===== src/rtl/p1v_reset_io.sv =====
// p1v_reset_io: reset merging/stretching, sticky reset cause and pad conditioning for the p1v core
module p1v_reset_io #(
    parameter int                     NUM_PINS        = 32,
    parameter int                     NUM_RST_SRC     = 2,
    parameter int                     SYNC_STAGES     = 2,
    parameter logic [NUM_RST_SRC-1:0] DEBOUNCE_MASK   = 2'b01,
    parameter int                     DEBOUNCE_CYCLES = 1_600_000,
    parameter int                     RESET_STRETCH   = 16
) (
    input  logic                   clock_160,
    input  logic                   inp_resn,
    input  logic [NUM_RST_SRC-1:0] rst_src_n,
    input  logic [NUM_PINS-1:0]    pin_in_raw,
    output logic [NUM_PINS-1:0]    pin_in,
    input  logic [NUM_PINS-1:0]    pin_out,
    input  logic [NUM_PINS-1:0]    pin_dir,
    output logic [NUM_PINS-1:0]    pad_out,
    output logic [NUM_PINS-1:0]    pad_oe,
    output logic                   core_resn,
    output logic [NUM_RST_SRC:0]   reset_cause
);
    localparam int DW = (DEBOUNCE_CYCLES > 1) ? $clog2(DEBOUNCE_CYCLES) : 1;
    localparam int SW = $clog2(RESET_STRETCH + 1);

    typedef enum logic [1:0] {RUN, HOLD, STRETCH} state_t;

    logic [1:0]                             rst_sync;
    logic                                   rst_n;
    logic [NUM_RST_SRC-1:0]                 filt;
    logic [NUM_RST_SRC-1:0]                 act;
    logic                                   any_act;
    logic [NUM_RST_SRC:0]                   act_cause;
    logic [SYNC_STAGES-1:0][NUM_PINS-1:0]   pin_sync;
    state_t                                 state;
    logic [SW-1:0]                          cnt;

    assign rst_n = rst_sync[1];

    // master reset: asserts immediately, releases on the second clock edge
    always_ff @(posedge clock_160 or negedge inp_resn)
        if (!inp_resn)
            rst_sync <= '0;
        else
            rst_sync <= {rst_sync[0], 1'b1};

    for (genvar k = 0; k < NUM_RST_SRC; k++) begin : g_src
        logic [SYNC_STAGES-1:0] sync;

        // source synchroniser, idles inactive (high)
        always_ff @(posedge clock_160 or negedge rst_n)
            if (!rst_n)
                sync <= '1;
            else
                sync <= {sync[SYNC_STAGES-2:0], rst_src_n[k]};

        if (DEBOUNCE_MASK[k]) begin : g_deb
            logic [DW-1:0] dcnt;
            logic          f;

            // accept a new level only after DEBOUNCE_CYCLES consecutive differing samples
            always_ff @(posedge clock_160 or negedge rst_n)
                if (!rst_n) begin
                    dcnt <= '0;
                    f    <= 1'b1;
                end else if (sync[SYNC_STAGES-1] == f) begin
                    dcnt <= '0;
                end else if (dcnt == DW'(DEBOUNCE_CYCLES - 1)) begin
                    dcnt <= '0;
                    f    <= sync[SYNC_STAGES-1];
                end else begin
                    dcnt <= dcnt + 1'b1;
                end

            assign filt[k] = f;
        end else begin : g_raw
            assign filt[k] = sync[SYNC_STAGES-1];
        end
    end

    assign act       = ~filt;
    assign any_act   = |act;
    assign act_cause = {1'b0, act};

    // reset sequencer: RUN releases the core, HOLD tracks active sources, STRETCH counts down the tail
    always_ff @(posedge clock_160 or negedge rst_n)
        if (!rst_n) begin
            state       <= STRETCH;
            cnt         <= SW'(RESET_STRETCH);
            core_resn   <= 1'b0;
            reset_cause <= {1'b1, {NUM_RST_SRC{1'b0}}};
        end else begin
            case (state)
                RUN:
                    if (any_act) begin
                        state       <= HOLD;
                        core_resn   <= 1'b0;
                        reset_cause <= act_cause;
                    end
                HOLD: begin
                    reset_cause <= reset_cause | act_cause;
                    if (!any_act) begin
                        state <= STRETCH;
                        cnt   <= SW'(RESET_STRETCH);
                    end
                end
                STRETCH:
                    if (any_act) begin
                        state       <= HOLD;
                        reset_cause <= reset_cause | act_cause;
                    end else if (cnt == SW'(1)) begin
                        state     <= RUN;
                        core_resn <= 1'b1;
                    end else begin
                        cnt <= cnt - 1'b1;
                    end
                default: state <= STRETCH;
            endcase
        end

    // pad input synchroniser
    always_ff @(posedge clock_160 or negedge rst_n)
        if (!rst_n)
            pin_sync <= '0;
        else
            pin_sync <= {pin_sync[SYNC_STAGES-2:0], pin_in_raw};

    assign pin_in  = pin_sync[SYNC_STAGES-1];
    assign pad_out = pin_out;
    assign pad_oe  = pin_dir & {NUM_PINS{core_resn}};
endmodule


===== config.mk =====
export PLATFORM = sky130hd
export DESIGN_NAME = p1v_reset_io
export DESIGN_NICKNAME = d
export VERILOG_FILES = /design/src/rtl/p1v_reset_io.sv
export SDC_FILE = /design/constraint.sdc
export NUM_CORES = 1
export LEC_CHECK = 0
export ABC_AREA = 1
export BUFFER_PORTS_ARGS = -buffer_cell sky130_fd_sc_hd__clkbuf_2
export CAP_MARGIN = 20
export CORE_ASPECT_RATIO = 1.25
export CORE_UTILIZATION = 51
export DETAILED_ROUTE_END_ITERATION = 10
export PLACE_DENSITY = 0.86
export SLEW_MARGIN = 20
export SYNTH_ARGS = -nofsm -noshare
export SYNTH_HDL_FRONTEND = slang
export SYNTH_SLANG_ARGS = --single-unit

===== constraint.sdc =====
create_clock -name clock_160 -period 5.2 [get_ports clock_160]
set_input_delay 1.04 -clock clock_160 [delete_from_list [all_inputs] [get_ports clock_160]]
set_output_delay 1.04 -clock clock_160 [all_outputs]
set_load 0.005 [all_outputs]

# [Word level (Yosys, flattened, before mapping)]
# Index checks and enable logic that the tools add are counted.
[totals] out_inout_bits=100 word_cells=57 input_bits=100 regBits=103
[classes] n_addsub=2 muxes=18 reduce_logical=10 eq_ne=12 bitwise=4
[ops] cell="2-to-1 mux 21 bit" count=2
[ops] cell="AND 32 bit" count=1
[ops] cell="adder 21 x 1 -> 21 bit (second input constant)" count=1
[ops] cell="== test 21 bit (second input constant)" count=1
[ops] cell="2-to-1 mux 5 bit" count=3
[ops] cell="!= test 2 bit (second input constant)" count=6
[ops] cell="case mux 5 bit (2 select lines)" count=1
[ops] cell="case mux 3 bit (3 select lines)" count=1
[ops] cell="2-to-1 mux 2 bit" count=4
[ops] cell="AND reduction 4 bit" count=2
[ops] cell="2-to-1 mux 3 bit" count=2
[ops] cell="case mux 2 bit (3 select lines)" count=1
[ops] cell="AND reduction 3 bit" count=2
[ops] cell="== test 5 x 1 -> 1 bit (second input constant)" count=1
[ops] cell="subtractor 5 x 1 -> 5 bit (second input constant)" count=1
[ops] cell="nonzero test 2 bit" count=2
[ops] cell="2-to-1 mux 1 bit" count=3
[ops] cell="!= test 3 bit (second input constant)" count=1
[ops] cell="OR 3 x 2 -> 3 bit" count=1
[ops] cell="nonzero test 3 bit" count=1
[ops] cell="== test 2 x 1 -> 1 bit (second input constant)" count=1
[ops] cell="== test 2 bit (second input constant)" count=1
[ops] cell="logical NOT 2 bit" count=1
[ops] cell="inverter 2 bit" count=1
[ops] cell="other kinds (5)" count=5

# [Longest topological paths before layout]
# Gate-level depths: netlist of the first run.
[logic_depth] depth_word=4 ltp_mapped=9 mapped_depth_nobuf=9

# [Worst setup path before layout of the first run]
# OpenSTA, ideal clock, no wires.
[synth_timing] path_type="input to output" from="in pin_out[0]" to="out pad_out[0]" path_buffers=1 required_time_ps=4160 slack_ps=3009 arrival_time_ps=1151 stages=1 cell_sequence="buf_4"
[synth_lines] item="start, declared" line_no="15" source="input logic [NUM_PINS-1:0] pin_out,"
[synth_lines] item="end, declared" line_no="17" source="output logic [NUM_PINS-1:0] pad_out,"
# No word-level cell between the ends.

# [Final worst setup path of the first run]
[layout_timing] from="reg core_resn" to="out pad_oe[11]"
[layout_between] elab_chain_len=1
[layout_lines] item="start, declared" line_no="19" source="output logic core_resn,"
[layout_lines] item="start signal, assigned" line_no="89" source="core_resn <= 1'b0;"
[layout_lines] item="start signal, assigned" line_no="96" source="core_resn <= 1'b0;"
[layout_lines] item="start signal, assigned" line_no="112" source="core_resn <= 1'b1;"
[layout_lines] item="AND 32 bit" line_no="129" source="assign pad_oe = pin_dir & {NUM_PINS{core_resn}};"
[layout_lines] item="end, declared" line_no="18" source="output logic [NUM_PINS-1:0] pad_oe,"
# Every way passes these cells.

==> impl_summary.txt, run 1 <==
----------------------------------------------------
[Status]
  Run status ... finished, final reports clean

[CTS]
  Worst-skew pair later-pin latency ... 0.37 ns
  CTS sink count ... 103
  Buffers from clock root to sink, at most ... 2
  Resized Gates After CTS ... 0
  CTS tree ... done
  Cts-stage hold buffer count ... 0
  Clock buffer count from CTS ... 9
  Clock-pin slew on the worst setup and hold paths ... 0.10 ns
  Number of buffers inserted to repair setup after CTS ... 0
  H-tree level count ... 3
  Library cell used as clock root buffer ... sky130_fd_sc_hd__clkbuf_8

[Placement]
  Count of input and output buffers ... roughly 140
  Routability Congestion ... 0.925
  Detailed placement HPWL ... 7220 um

[Timing]
  Post-route setup TNS ... 0 ns
  Relative slew slack ... 0.360
  Period minus WS final ... 2.88 ns
  Final setup vio count ... 0
  Part of the cycle the worst path needs ... 0.555
  Slew at the pin with the worst max-slew slack ... around 0.96 ns
  FMAX ... roughly 0.35 GHz
  Unrepaired setup endpoints after global routing ... false
  Max-slew violations ... 0
  Count of endpoints failing hold in the final timing report ... 0
  Clock skew ... 0.0176 ns

[Synth]
  Post-synthesis instance total ... 446
  Number of distinct library cells after synthesis ... 34
  Area fraction of the dominant cell type after synthesis ... 0.540
  Sequential-to-total area share from yosys stat ... 0.588
  Largest area contributor in the synthesized netlist ... sky130_fd_sc_hd__dfrtp_1
  Total number of yosys warnings ... 0
  Synthesized area ... 4400 um^2
  Dominant cells by area after synthesis ... sky130_fd_sc_hd__dfrtp_1, sky130_fd_sc_hd__buf_4, sky130_fd_sc_hd__nand2_1, sky130_fd_sc_hd__inv_1, sky130_fd_sc_hd__dfstp_2
  Number of synthesized register bits ... 103
  Net count after synthesis ... 552
  Post-synthesis average cell area ... 9.87 um^2

[Flow run]
  Max-cap violation count ... 0

[Detailed routing]
  Top Layer Used ... met4
  Routed length on met3 ... around 940 um
  Mean routed wirelength per cell ... 14.8 um
  Remaining antenna violation count after routing ... 0
  DRC ... 0
  Routed wl met2 ... about 5000 um
  Routed metal-1 wire length ... slightly above 3000 um
  WL final ... 9280 um
  Via count of the routed design ... 3041
  Number of iterations in the first detailed-routing pass ... 4
  DR vias/cell ... 4.86
  DR iter-0 viols ... 214

[Min path]
  Type of the worst min-delay path ... reg -> async

[Worst setup path]
  Critical path data arrival time ... 1.84 ns
  Crit. Startpoint ... core_resn
  Delay of the slowest critical-path stage ... 0.98 ns
  CP Class ... reg -> out
  Required @ worst endpoint ... 4.16 ns
  Crit-path slowest cell ... sky130_fd_sc_hd__dfrtp_1
  Cell chain of the critical path ... nand2_1, inv_1, clkbuf_2
  Critical path endpoint category ... output pin
  Critical path startpoint category ... register
  Worst-path fanout max ... 34
  Launch instance of the worst register-to-register path ... state[0]

[Global route]
  Pin count of the biggest net entering global routing ... 71
  Total gr overflow ... 0
  Wire length of the first global-routing pass ... 14200 um
  Total GRT Usage ... 0.213
  Via count of the first global-routing pass ... 2981
  Number of antenna violations at the first check in global routing ... 0

[Finish]
  Antenna cell count ... 0
  Final design utilization ... 0.596
  Ratio of cells with drive above 1 in the final layout ... 0.331
  Nets ... 630
  Area growth from synthesis to layout ... 12.0%

[Floorplanning]
  Starting density of the core ... 0.531
  Die width ... 85.1 um
  Placeable core region ... 8290 um^2
  Number of primary I/O pins ... 200
  Std cell rows ... 37
  Die area ... between 9000 and 10000 um^2
  Vertical die dimension ... 106 um

[Power and ir drop]
  Total power divided by cell area ... 291 nW/um^2
  Leak pwr ... 2.72 nW
  Maximum ir drop on the vdd rail ... 0.237 mV

----------------------------------------------------
-- flip-flops by register name, indices dropped and copies added (netlist names) --
| register | flops |
|---|---|
| cnt | 5 |
| core_resn | 1 |
| g_src.g_deb.dcnt | 21 |
| g_src.g_deb.f | 1 |
| g_src.sync | 4 |
| pin_in | 32 |
| pin_sync | 32 |
| reset_cause | 3 |
| rst_sync | 2 |
| state | 2 |
-- final timing paths --
check | to | slack, ns | cells past startpoint
max in group asynchronous | g_src[0].g_deb.dcnt[14] | 3.76 | 1
worst min register to register | pin_sync[24] | 0.26 | 0
worst min-delay path | pin_sync[24] | 0.26 | 0
worst max register to register | cnt[4] | 3.44 | 8
min in group clock_160 | pin_in[13] | 0.35 | 0
worst max-delay path | pad_oe[11] | 2.32 | 3
-- critical path, delay by kind of cell (launching register included) --
kind	cells	cell delay, ns
simple gates	1	0.25
flops	1	0.98
buf+inv	2	0.23
-- kinds of logic (layout without fill, tap and decap cells) --
| family | after synthesis | after routing | share of synthesized area |
|---|---|---|---|
| flops | 103 | 103 | 0.587 |
| fa+ha+maj | 6 | 6 | 0.0170 |
| compound gates | 21 | 21 | 0.0304 |
| simple gates | 171 | 171 | 0.171 |
| buf+inv | 132 | 215 | 0.167 |
| other cells | 1 | 1 | 0.000851 |
| xor+xnor | 12 | 12 | 0.0256 |
-- cells in the mapped netlist, drive strengths merged --
library cell,number
dfstp,8
ha,6
xnor2,4
conb,1
nand3b,2
a21boi,1
inv,63
o211ai,1
xor2,8
a22oi,1
o21ai,4
dfrtp,95
nor3,2
nand4,6
a211oi,1
a21oi,5
o31ai,2
nor2,51
o22ai,2
nand2,93
buf,65
o21bai,3
clkbuf,4
nand3,16
and2,1
a211o,1
-- per-layer routing --
| layer | GRT usage | up-vias |
|---|---|---|
| li1 | - | 1439 |
| met3 | 0.0862 | 16 |
| met4 | 0.0835 | 0 |
| met5 | 0 | - |
| met2 | 0.406 | 138 |
| met1 | 0.198 | 1448 |
-- cells in the final DEF (no fill, tap or decap), types with 2 or more instances in the layout --
cell type	count
sky130_fd_sc_hd__clkbuf_2	135
sky130_fd_sc_hd__nor2_1	47
sky130_fd_sc_hd__o21bai_1	3
sky130_fd_sc_hd__nand2_2	4
sky130_fd_sc_hd__dfrtp_1	94
sky130_fd_sc_hd__nand3b_1	2
sky130_fd_sc_hd__clkbuf_8	9
sky130_fd_sc_hd__nand4_1	6
sky130_fd_sc_hd__nand3_1	14
sky130_fd_sc_hd__o21ai_0	4
sky130_fd_sc_hd__xor2_1	7
sky130_fd_sc_hd__o31ai_1	2
sky130_fd_sc_hd__dfstp_2	8
sky130_fd_sc_hd__inv_6	2
sky130_fd_sc_hd__nor2_4	4
sky130_fd_sc_hd__o22ai_1	2
sky130_fd_sc_hd__inv_1	61
sky130_fd_sc_hd__inv_2	2
sky130_fd_sc_hd__nor3_1	2
sky130_fd_sc_hd__clkinv_8	2
sky130_fd_sc_hd__ha_1	6
sky130_fd_sc_hd__xnor2_1	4
sky130_fd_sc_hd__a21oi_1	5
sky130_fd_sc_hd__nand2_1	88
-- final cells by class --
| class | instances | area, um^2 |
|---|---|---|
| Fill cell | 676 | 3350 |
| Sequential cell | 103 | 2590 |
| Multi-Input combinational cell | 211 | 1080 |
| Timing Repair Buffer | 136 | 683 |
| Inverter | 63 | 236 |
| Clock buffer | 9 | 124 |
| Tap cell | 97 | 121 |
| Clock inverter | 7 | 98.8 |
-- metrics by stage --
stage | total power, W | setup WS [ns] | instances | instance area [um^2] | hold WS (ns)
finish | 0.00144 | 2.32 | 626 | 4930 | 0.255
global route | 0.00149 | 2.14 | 626 | 4930 | 0.304
floorplan | 0.000911 | 2.13 | 446 | 4400 | 0.331
detailed placement | 0.000922 | 2.66 | 610 | 4710 | 0.261
global placement | 0.000918 | 2.71 | 610 | 4710 | 0.255
CTS | 0.00145 | 2.25 | 626 | 4930 | 0.273
-- power breakdown --
group          switching [W]  internal (W)  total [W]
sequential         0.0000149      0.000831   0.000846
clock               0.000295      0.000237   0.000532
combinational      0.0000292     0.0000288  0.0000580
total               0.000339       0.00110    0.00144
(Power assumes the default switching activity.)
==> run 2: changes to the inputs <==
--- a/config.mk
+++ b/config.mk
@@ -9,9 +9,9 @@
 export BUFFER_PORTS_ARGS = -buffer_cell sky130_fd_sc_hd__clkbuf_2
 export CAP_MARGIN = 20
 export CORE_ASPECT_RATIO = 1.25
-export CORE_UTILIZATION = 51
+export CORE_UTILIZATION = 47
 export DETAILED_ROUTE_END_ITERATION = 10
-export PLACE_DENSITY = 0.86
+export PLACE_DENSITY = 0.8
 export SLEW_MARGIN = 20
 export SYNTH_ARGS = -nofsm -noshare
 export SYNTH_HDL_FRONTEND = slang
==> constraint.sdc (replaced) <==
create_clock -name clock_160 -period 2.75 [get_ports clock_160]
set_input_delay 0.55 -clock clock_160 [delete_from_list [all_inputs] [get_ports clock_160]]
set_output_delay 0.55 -clock clock_160 [all_outputs]
set_load 0.005 [all_outputs]
==> run 2 against run 1 <==
Against the previous run:
- wire length increased by 8.0%
- first-iteration DRC count decreased by 28%
- combinational power is 110% higher
- register-to-register slack got worse by 2.4 ns
- count of clock-buffer cells in the layout stayed put
- clock skew down 0.011 ns
- sequential share of layout area is 1.4 points lower
- worst setup slack got worse by 1.5 ns
==> impl_summary.txt, run 2 (synthesis gave the netlist of run 1 again) <==
----------------------------------------------------
[Power and ir drop]
  Clock network fraction of total power ... 0.418
  Maximum ir drop on the vdd rail ... 0.450 mV
  Comb pwr share ... 0.040
  Proportion of total power due to net switching ... 0.233
  Sequential share of power ... 0.541
  Power Internal ... 0.00227 W
  Leak pwr ... between 2 and 3 nW
  Total power divided by cell area ... just under 600 nW/um^2
  Net Sw Power ... 0.000690 W
  Overall power of the completed layout ... 0.00296 W

[Finish]
  Ratio of cells with drive above 1 in the final layout ... 0.331
  Antenna cell count ... 0
  Nets ... ~630
  Multi-input gate area in the final layout ... 1080 um^2
  Area growth from synthesis to layout ... 15.1%
  Seq. cell area ... between 2000 and 3000 um^2
  Count of filler cells inserted in the layout ... around 800
  Commonest non-fill, non-tap cell in the layout ... sky130_fd_sc_hd__clkbuf_2
  Top library cells by usage in the layout, fill and taps aside ... sky130_fd_sc_hd__clkbuf_2, sky130_fd_sc_hd__dfrtp_1, sky130_fd_sc_hd__nand2_1
  Final design utilization ... 0.556

[Detailed routing]
  DRC ... 0
  DR iter-0 viols ... between 150 and 200
  WL final ... ~10000 um
  DR vias/cell ... around 4.7
  Mean routed wirelength per cell ... 15.3 um
  Via count of the routed design ... 3060
  Number of iterations in the first detailed-routing pass ... 4
  Remaining antenna violation count after routing ... 0

[Worst setup path]
  Crit path buf inv count ... 3
  CP Class ... reg -> out
  Worst-path fanout max ... 27
  Critical path endpoint category ... output pin
  Critical path data arrival time ... 1.34 ns
  Critical path's top delay family ... buffers and inverters
  Required @ worst endpoint ... roughly 2.2 ns
  Delay of the slowest critical-path stage ... 0.45 ns
  Cell chain of the critical path ... buf_4, nand2_1, inv_1, clkbuf_2
  Crit-path slowest cell ... sky130_fd_sc_hd__dfrtp_1
  Critical path startpoint category ... register

[Timing]
  Clock skew ... 0.00626 ns
  Period minus WS final ... 1.89 ns
  Post-route setup TNS ... 0 ns
  Unrepaired setup endpoints after global routing ... false
  Slew at the pin with the worst max-slew slack ... 0.542 ns
  Part of the cycle the worst path needs ... 0.689
  Count of endpoints failing hold in the final timing report ... 0
  FMAX ... roughly 0.53 GHz
  Final setup vio count ... 0
  Max-slew violations ... 0
  Relative slew slack ... 0.638

[CTS]
  H-tree level count ... 3
  Resized Gates After CTS ... 0
  CTS tree ... done
  Clock-pin slew on the worst setup and hold paths ... around 0.070 ns
  CTS sink count ... between 100 and 150
  Buffers from clock root to sink, at most ... 2
  Worst-skew pair later-pin latency ... 0.34 ns
  Library cell used as clock root buffer ... sky130_fd_sc_hd__clkbuf_16
  Clock buffer count from CTS ... 9

[Floorplanning]
  Std cell rows ... 39
  Die width ... 88.6 um
  Placeable core region ... slightly above 9000 um^2
  Starting density of the core ... 0.483
  Vertical die dimension ... between 100 and 150 um
  Number of primary I/O pins ... 200
  Die area ... between 9000 and 10000 um^2

[Placement]
  Routability Congestion ... 0.953
  Count of input and output buffers ... 135
  Detailed placement HPWL ... roughly 7600 um

[Flow run]
  Max-cap violation count ... 0

[Status]
  Run status ... finished, final reports clean

[Global route]
  Total GRT Usage ... 0.218
  Total gr overflow ... 0
  Via count of the first global-routing pass ... 3106
  Pin count of the biggest net entering global routing ... 61
  Number of antenna violations at the first check in global routing ... 0
  Wire length of the first global-routing pass ... 14900 um

[Min path]
  Type of the worst min-delay path ... in -> reg

----------------------------------------------------
==> run 2: cell count changes in the layout (fill, tap and decap cells not counted), sizes merged <==
cell,change
buf,+1
dlygate4sd3,+1
bufinv,-1
clkinvlp,-1
inv,+2
==> run 2: timing repair <==
action                                 4_1_cts  5_1_grt
hold buffers                                 1        0
endpoints found under the hold margin        2        0
setup buffers                                0        0
==> run 2: metrics by stage <==
step / hold slack, ns / worst slack [ns] / cell area [um^2] / std cells
after floorplan: 0.254 / 1.03 / 4410 / 446
after global placement: 0.331 / 1.19 / 4760 / 637
after detailed placement: 0.335 / 1.08 / 4760 / 637
after CTS: 0.275 / 0.838 / 5070 / 654
after global routing: 0.267 / 0.681 / 5070 / 654
final: 0.286 / 0.856 / 5070 / 654
==> run 2: power by group through the flow <==
stage	registers, W	clock network [W]	logic, W
2_1_floorplan	0.00164	0	0.0000872
3_3_place_gp	0.00163	0	0.000116
3_5_place_dp	0.00163	0	0.000119
4_1_cts	0.00160	0.00126	0.000123
5_1_grt	0.00161	0.00132	0.000132
6_report	0.00160	0.00124	0.000120
==> run 2: final timing paths <==
path / start / endpoint / slack [ns] / cells past startpoint
worst min-delay path: rst_src_n[1] / g_src[1].sync[0] / 0.29 / 1
worst max-delay path: core_resn / pad_oe[24] / 0.86 / 4
max in group asynchronous: rst_sync[1] / pin_in[20] / 1.75 / 1
min in group asynchronous: rst_sync[1] / g_src[0].g_deb.dcnt[4] / 0.33 / 0
worst max register to register: state[1] / cnt[4] / 1.04 / 7
worst min register to register: rst_sync[1] / g_src[0].g_deb.dcnt[4] / 0.33 / 0
==> run 2: per-layer routing <==
layer	vias up	track usage	part of all wire
li1	1441	-	-
met1	1432	0.187	0.32
met2	170	0.420	0.55
met3	17	0.0946	0.11
met4	0	0.0991	0.023
met5	-	0	0
==> run 2: cell type report <==
class | count | share of cell area
Clock buffer | 9 | 0.0444
Clock inverter | 7 | 0.0138
Inverter | 63 | 0.0466
Multi-Input combinational cell | 211 | 0.213
Sequential cell | 103 | 0.511
Tap cell | 123 | 0.0304
Timing Repair Buffer | 138 | 0.141
==> run 2: worst register-to-register path, stage by stage (launching register included) <==
cell and delay, ns:
sky130_fd_sc_hd__dfstp_2 0.56, sky130_fd_sc_hd__ha_1 0.33, sky130_fd_sc_hd__inv_1 0.13, sky130_fd_sc_hd__a21oi_1 0.20, sky130_fd_sc_hd__nand2_1 0.15, sky130_fd_sc_hd__inv_1 0.12, sky130_fd_sc_hd__o21ai_0 0.09, sky130_fd_sc_hd__nand2_1 0.07
